**src/rtl/reject_sample_packer.sv**
```systemverilog
// Packs the accepted lanes of each sampler beat, in lane order, into a
// single-coefficient FIFO stream. One polynomial is N_COEFFS coefficients.
module reject_sample_packer #(
   parameter int LANES     = 4,
   parameter int CAND_BITS = 12,
   parameter int DEPTH     = 16,
   parameter int N_COEFFS  = 256
) (
   input  logic                         clk,
   input  logic                         rst_n,
   input  logic                         start,
   input  logic                         sample_tvalid,
   input  logic [LANES-1:0]             acc_bus,
   input  logic [LANES*CAND_BITS-1:0]   sample_tdata,
   output logic [CAND_BITS-1:0]         coef_tdata,
   output logic                         coef_tvalid,
   input  logic                         coef_tready,
   output logic                         coef_tlast,
   output logic                         need_more,
   output logic                         almost_full,
   output logic                         busy,
   output logic                         done,
   output logic                         overflow,
   output logic [$clog2(DEPTH):0]       fill_level
);

   localparam int PTR_W  = $clog2(DEPTH);
   localparam int FILL_W = PTR_W + 1;
   localparam int CNT_W  = $clog2(N_COEFFS + 1);

   typedef enum logic [1:0] {
      S_IDLE,
      S_FILL,
      S_DRAIN,
      S_DONE
   } state_t;

   state_t              state_q;
   logic [CAND_BITS-1:0] mem [DEPTH];
   logic [PTR_W-1:0]    wr_ptr_q;
   logic [PTR_W-1:0]    rd_ptr_q;
   logic [FILL_W-1:0]   fill_q;
   logic [CNT_W-1:0]    push_cnt_q;
   logic [CNT_W-1:0]    pop_cnt_q;
   logic                overflow_q;

   logic                push_en;
   logic                pop;
   logic                drop_space;
   logic [31:0]         n_acc;
   logic [31:0]         room_cnt;
   logic [31:0]         room_fifo;
   logic [31:0]         n_want;
   logic [31:0]         n_push;
   logic [31:0]         rank;
   logic [LANES-1:0]    wr_en;
   logic [PTR_W-1:0]    wr_idx [LANES];

   assign coef_tvalid = (fill_q != '0);
   assign pop         = coef_tvalid & coef_tready & ~start;
   assign coef_tlast  = coef_tvalid & (pop_cnt_q == CNT_W'(N_COEFFS - 1));
   assign coef_tdata  = coef_tvalid ? mem[rd_ptr_q] : '0;
   assign need_more   = (state_q == S_FILL);
   assign busy        = (state_q == S_FILL) || (state_q == S_DRAIN);
   assign done        = (state_q == S_DONE);
   assign overflow    = overflow_q;
   assign fill_level  = fill_q;
   assign almost_full = (32'(DEPTH) - 32'(fill_q)) < 32'(2 * LANES);

   // Space is judged on the occupancy at cycle start: a same-cycle pop frees
   // nothing for this beat. Lanes past the polynomial limit are normal surplus.
   always_comb begin
      // NOTE: every combinational output gets a default first so no latch is inferred.
      n_acc      = '0;
      rank       = '0;
      wr_en      = '0;
      for (int i = 0; i < LANES; i++) begin
         n_acc = n_acc + 32'(acc_bus[i]);
      end
      room_cnt   = 32'(N_COEFFS) - 32'(push_cnt_q);
      room_fifo  = 32'(DEPTH) - 32'(fill_q);
      n_want     = (n_acc < room_cnt) ? n_acc : room_cnt;
      push_en    = (state_q == S_FILL) && sample_tvalid && !start;
      n_push     = push_en ? ((n_want < room_fifo) ? n_want : room_fifo) : '0;
      drop_space = push_en && (n_want > room_fifo);
      for (int i = 0; i < LANES; i++) begin
         wr_en[i]  = acc_bus[i] && (rank < n_push);
         wr_idx[i] = wr_ptr_q + PTR_W'(rank);
         rank      = rank + 32'(acc_bus[i]);
      end
   end

   // NOTE: FIFO storage has no reset; coef_tdata is masked to 0 while empty instead.
   always_ff @(posedge clk) begin
      for (int i = 0; i < LANES; i++) begin
         if (wr_en[i]) begin
            mem[wr_idx[i]] <= sample_tdata[i*CAND_BITS +: CAND_BITS];
         end
      end
   end

   // NOTE: sequential state uses non-blocking assignments only.
   always_ff @(posedge clk or negedge rst_n) begin
      if (!rst_n) begin
         state_q    <= S_IDLE;
         wr_ptr_q   <= '0;
         rd_ptr_q   <= '0;
         fill_q     <= '0;
         push_cnt_q <= '0;
         pop_cnt_q  <= '0;
         overflow_q <= 1'b0;
      end else if (start) begin
         state_q    <= S_FILL;
         wr_ptr_q   <= '0;
         rd_ptr_q   <= '0;
         fill_q     <= '0;
         push_cnt_q <= '0;
         pop_cnt_q  <= '0;
         overflow_q <= 1'b0;
      end else begin
         wr_ptr_q   <= wr_ptr_q + PTR_W'(n_push);
         fill_q     <= fill_q + FILL_W'(n_push) - FILL_W'(pop);
         push_cnt_q <= push_cnt_q + CNT_W'(n_push);
         if (pop) begin
            rd_ptr_q <= rd_ptr_q + 1'b1;
            if (pop_cnt_q != CNT_W'(N_COEFFS)) begin
               pop_cnt_q <= pop_cnt_q + 1'b1;
            end
         end
         if (drop_space) begin
            overflow_q <= 1'b1;
         end
         case (state_q)
            S_FILL: begin
               if (32'(push_cnt_q) + n_push == 32'(N_COEFFS)) begin
                  state_q <= S_DRAIN;
               end
            end
            S_DRAIN: begin
               if (pop && coef_tlast) begin
                  state_q <= S_DONE;
               end
            end
            default: begin
            end
         endcase
      end
   end

endmodule

```
**config.mk**
```make
export PLATFORM = sky130hd
export DESIGN_NAME = reject_sample_packer
export DESIGN_NICKNAME = d
export VERILOG_FILES = /design/src/rtl/reject_sample_packer.sv
export SDC_FILE = /design/constraint.sdc
export NUM_CORES = 1
export LEC_CHECK = 0
export ABC_AREA = 1
export CELL_PAD_IN_SITES_DETAIL_PLACEMENT = 1
export CELL_PAD_IN_SITES_GLOBAL_PLACEMENT = 1
export CORE_MARGIN = 1.5
export CORE_UTILIZATION = 38
export CTS_CLUSTER_SIZE = 12
export DETAILED_ROUTE_END_ITERATION = 7
export MAX_ROUTING_LAYER = met4
export PLACE_DENSITY = 0.67
export REMOVE_ABC_BUFFERS = 1
export SYNTH_ARGS = -nofsm -noshare
export SYNTH_HDL_FRONTEND = slang
export SYNTH_SLANG_ARGS = --single-unit
```
**constraint.sdc**
```tcl
create_clock -name clk -period 7 [get_ports clk]
set_input_delay 1.05 -clock clk [delete_from_list [all_inputs] [get_ports clk]]
set_output_delay 1.05 -clock clk [all_outputs]
set_load 0.005 [all_outputs]
```
# Word-level counts from Yosys, hierarchy flattened
# Memory sizes are Yosys's and may differ from the RTL's.
# Index checks and enable logic that the tools add are counted.
[totals]
wordCells = 86
ramBits = 192
rom_bits = 0
n_memories = 1
input_bits = 57
latch_bits = 0
register_bits = 34
[classes]
n_mux = 26
n_bitwise = 4
eq_ne = 8
div = 0
shifts = 0
mul = 0
order_cmp = 8
n_addsub = 15
reduce_logical = 17
[memory_table]
columns = ["memory", "depth", "width", "read_ports", "rd_clocked_by_memory_dff", "wr", "line_no", "rtl"]
rows = [
  ["mem", 16, 12, 1, 0, 4, "39", "logic [CAND_BITS-1:0] mem [DEPTH];"],
]
[ops]
columns = ["operator", "n"]
rows = [
  ["two-way mux 32 bit", 3],
  ["less-than comparator 32 bit", 2],
  ["two-way mux 9 bit", 4],
  ["adder 9 x 32 -> 32 bit", 1],
  ["equality test 32 x 9 -> 1 bit (second input constant)", 1],
  ["greater-than comparator 32 bit", 1],
  ["less-than comparator 1 x 32 -> 1 bit", 1],
  ["less-than comparator 1 x 32 -> 1 bit (first input constant)", 1],
  ["less-than comparator 2 x 32 -> 1 bit", 1],
  ["less-than comparator 3 x 32 -> 1 bit", 1],
  ["less-than comparator 32 x 4 -> 1 bit (second input constant)", 1],
  ["two-way mux 12 bit", 1],
  ["two-way mux 4 bit", 3],
  ["two-way mux 1 bit", 10],
  ["subtractor 9 x 9 -> 10 bit (first input constant)", 1],
  ["adder 9 x 1 -> 9 bit (second input constant)", 1],
  ["adder 9 bit", 1],
  ["equality test 9 x 8 -> 1 bit (second input constant)", 1],
  ["inequality test 9 bit (second input constant)", 1],
  ["logical AND 1 bit", 8],
  ["two-way mux 2 bit", 3],
  ["inequality test 3 x 2 -> 1 bit (second input constant)", 2],
  ["nonzero test 2 bit", 3],
  ["subtractor 5 x 5 -> 6 bit (first input constant)", 1],
  ["other kinds (22)", 25],
]

# Depth between registers and ports, before layout
[depth]
ltp_word = 13
mapped_depth = 51
ltp_nobuf = 51

# Least setup slack after synthesis
# Ideal clock, no wire load.
[synth_path]
path_type = "input port to flip-flop"
from = "input acc_bus[0]"
to = "register state_q[0]"
required_ps = 6869
stages = 43
arrival_time_ps = 6161
slack_ps = 708
path_buffers = 0
cell_sequence = "fa_1 ha_1 a21o_1 nand2_1 inv_1 ha_1 nand2_1 nand2_1 nand2_1 nor2_4 nand2_2 nand2_1 and2_1 ha_1 nand2_1 nand2_1 nand2_1 nand2_1 [7 not listed] ha_1 nand3_1 nand3_1 a31oi_1 o21ai_0 nand2_1 nand2_1 a21oi_1 ha_1 nand4_1 nor3_1 nand4_1 nor3_1 nand3_1 nand2_1 o21ai_0 nand2_1 o21ai_0"
[synth_via]
elab_chain_cells = 12
[synth_lines]
columns = ["item", "line_no", "rtl"]
rows = [
  ["start: declaration", "13", "input logic [LANES-1:0] acc_bus,"],
  ["adder 1 x 1 -> 2 bit *", "78", "n_acc = n_acc + 32'(acc_bus[i]);"],
  ["adder 2 x 1 -> 3 bit *", "78", ""],
  ["adder 3 x 1 -> 4 bit *", "-", ""],
  ["less-than comparator 32 bit", "82", "n_want = (n_acc < room_cnt) ? n_acc : room_cnt;"],
  ["two-way mux 32 bit *", "82", ""],
  ["less-than comparator 32 bit", "84", "n_push = push_en ? ((n_want < room_fifo) ? n_want : room_fifo) : '0;"],
  ["two-way mux 32 bit * (2 in series)", "84", ""],
  ["adder 9 x 32 -> 32 bit *", "135", "if (32'(push_cnt_q) + n_push == 32'(N_COEFFS)) begin"],
  ["equality test 32 x 9 -> 1 bit *", "135", ""],
  ["inequality test 3 x 2 -> 1 bit (no source line) *", "-", ""],
  ["AND reduction 3 bit (no source line) *", "-", ""],
  ["end signal: assignment", "113", "state_q <= S_FILL;"],
  ["end signal: assignment", "136", "state_q <= S_DRAIN;"],
  ["end signal: assignment", "141", "state_q <= S_DONE;"],
  ["end: declaration", "38", "state_t state_q;"],
]
# Every way passes the cells marked *; elsewhere a longest branch is shown, timed or not.
# A chain may end at the register's enable or synchronous reset.

# Worst setup path after layout
# Same ends and word-level chain as after synthesis.

==> results.md <==
* CTS buffer count at 30
* Via density per instance at 6.56
* Post-synth top flop: edfxtp_1
* Hold Path Stages at 2
* YS warnings at 0
* Cell variety after synth at 41
* Fill cells at 6454
* Die area at around 0.054 sq mm
* DP Worst Slack at -69.1 ps
* Crit-path slowest cell: fa_2
* H-tree depth at 1
* RSZ-0062 raised after global routing: false
* Setup TNS at 0 ps
* Most frequent cells in the layout: nand3_1, nand2_1, nand4_1
* Ports at 81
* Post-Syn Area at about 0.020 sq mm
* Commonest non-fill, non-tap cell in the layout: nand3_1
* Drt first pass iters at 6
* Initial antenna violation count at 2
* R2r setup slk at 1500 ps
* PortBufs at 80
* Placement Cell Area at roughly 0.021 sq mm
* Required time worst endpoint at ~7500 ps
* Core Util, Final at 43.2%
* GRT Total Usage at 38.4%
* Die Width at 231 um
* Actual slew at the worst max-slew pin at 1410 ps
* Clock sink total at 226
* Final setup violation count at 0
* Ratio of cells with drive above 1 in the final layout at just over 9%
* Drt drc at 0
* Critical Path AT at 6840 ps
* DIE HEIGHT at about 230 um
* Worst setup slack after layout at 623 ps
* Core area at 0.0514 sq mm
* F_max at about 160 MHz
* Worst Path Max Fanout at 4
* Final Cycle Share at a little over 90%
* Area Growth Syn to Fin at 12.0%
* CTS clk-pin slew, worst paths at 60 ps
* Synth Area per Inst at 7.03 sq um
* Status: finished, final reports clean
* Max incr delay on CP at 630 ps
* Final Max Slew Viols at 0
* Routed length per instance at about 29 um
* Rel. slew slack at 5.98%
* Crit path capture type: register
* Seq/Total Area, Yosys at 33.4%
* Cells after synthesis at 2821
* Post-synth EDFFs at ~190
* Fraction of registers with async set/reset at 15.0%
* Starting Density at ~39%
* Post-DP HPWL at 65.5 mm
* Clock root cell: clkbuf_16
* R2R Path End: state_q[0]
* Tot Pwr at 6.14 mW
* Min-Delay Path Class: reg2reg
* Min cycle time layout at 6380 ps
* Crit-path most repeated cell: nand2_1
* Hold_sp: overflow
* Final ANT Viol Nets at 0
* Max VDD drop at 0.000235 V
* Buffer levels on the longest clock path at 3
* Final wirelength at roughly 100 mm
* Post-route cell area at 0.0222 sq mm
* CTS tree: built
* Worst r2r src: push_cnt_q[0]
* Largest net degree at the start of global routing at 94
* Pwr/cell area at 276 mW/mm^2
* Max-cap violations at 0
* Vias post-DR at 22800
* Startpoint Class: input port
* Number of cells on the worst reg-to-reg path at 44
* First-pass GRT wire length at 149 mm
* Number of global-route vias before repair at 22600
* Starting DRT DRC Count at between 2000 and 3000
* Final Wtd Congestion at 0.972
* Clock skew at 19.4 ps
* Worst hold endpoint: overflow
* Nets at approximately 2900
* Seq cells post-synth at 226
* Fin. Hold Viols at 0
* Total grt overflow at 0
* Setup CP Type: in2reg
* Pleak at 9.25 nW
* FP Rows at 83
* Worst skew pair latency at 610 ps
* Setup bufs post-CTS at 0
[report_power, final]
group | internal (mW) | switching (mW) | leakage [nW]
clock | 0.852 | 0.679 | 0.449
combinational | 0.865 | 2.08 | 6.61
sequential | 1.60 | 0.0608 | 2.19
total | 3.32 | 2.82 | 9.25
[area by class of cell]
cell class | instances | area, sq um | share of cell area, %
timing repair buffer | 228 | 2030 | 9.16
clock buffer | 37 | 808 | 3.64
multi-input combinational | 2161 | 11300 | 50.9
sequential | 226 | 6620 | 29.8
inverter | 121 | 454 | 2.05
tap | 680 | 851 | 3.83
antenna | 3 | 7.51 | 0.0338
clock inverter | 16 | 124 | 0.558
[what timing repair did]
action	CTS	global route
endpoints found under the hold margin	0	0
setup endpoints to repair	0	1
hold buffers	0	0
resized for setup	0	2
[how the worst max path moves through the flow]
stage | start | endpoint | cells after the start
after floorplan | acc_bus[0] | mem[0][0] | 33
after global placement | acc_bus[2] | state_q[0] | 43
after detailed placement | acc_bus[0] | state_q[0] | 44
after CTS | acc_bus[0] | state_q[0] | 44
after global routing | acc_bus[0] | state_q[0] | 44
final | acc_bus[0] | state_q[0] | 44
[critical path: cells and delay by family]
family / cells / cell delay (ps)
adders and majority gates: 6 / 1790
buffers and inverters: 1 / 480
and+or+nand+nor: 30 / 2510
AOI/OAI and AO/OA: 6 / 810
xor gates and xnor gates: 1 / 210
[per-layer routing]
| layer | routed length [um] | global-route usage (%) | vias to the layer above | part of all wire, % |
|---|---|---|---|---|
| met4 | 5550 | 20.4 | 0 | 5.5 |
| li1 | - | - | 9879 | - |
| met5 | 0 | - | - | 0 |
| met2 | 43600 | 55.7 | 1399 | 43 |
| met3 | 11400 | 8.29 | 252 | 11 |
| met1 | 40800 | 49.8 | 11200 | 40 |
[stage by stage]
step,hold slack (ps),instances
5_1_grt,521,3471
6_report,500,3472
4_1_cts,501,3469
3_3_place_gp,469,3416
3_5_place_dp,476,3416
2_1_floorplan,456,2508
[cells by family after synthesis]
kind of cell	after synthesis	synth area share, %
AOI/OAI and AO/OA	227	6.82
buffers and inverters	440	9.86
xor gates and xnor gates	19	0.839
other	1	0.0189
and+or+nand+nor	1837	44.4
adders and majority gates	71	4.71
DFF	226	33.4
[cells in the mapped netlist (3+ instances only)]
cell	n	area, sq um
o21ai_0	115	576
nor2_1	204	766
o22ai_1	15	93.8
o221ai_1	34	298
nand4_1	217	1360
or2_2	4	25.0
dfrtp_1	34	851
fa_1	6	120
clkbuf_1	187	702
inv_1	113	424
ha_1	65	813
nand3_2	28	280
edfxtp_1	192	5770
buf_2	54	270
nor3_1	5	25.0
inv_2	7	26.3
nor4_1	4	25.0
xor2_1	12	105
nand3_1	846	4230
nand2_4	3	33.8
nand2_2	6	37.5
a21o_1	4	30.0
buf_6	10	113
nand2_1	510	1910
o211ai_1	14	105
buf_4	43	323
a21oi_1	38	190
xnor2_1	7	61.3
nor2_2	4	25.0
buf_1	25	93.8
[sequential cells by signal (all words and copies together) (netlist names)]
name	count
pop_cnt_q	9
mem	192
wr_ptr_q	4
overflow	1
fill_level	5
rd_ptr_q	4
push_cnt_q	9
state_q	2
(Power assumes the default switching activity.)
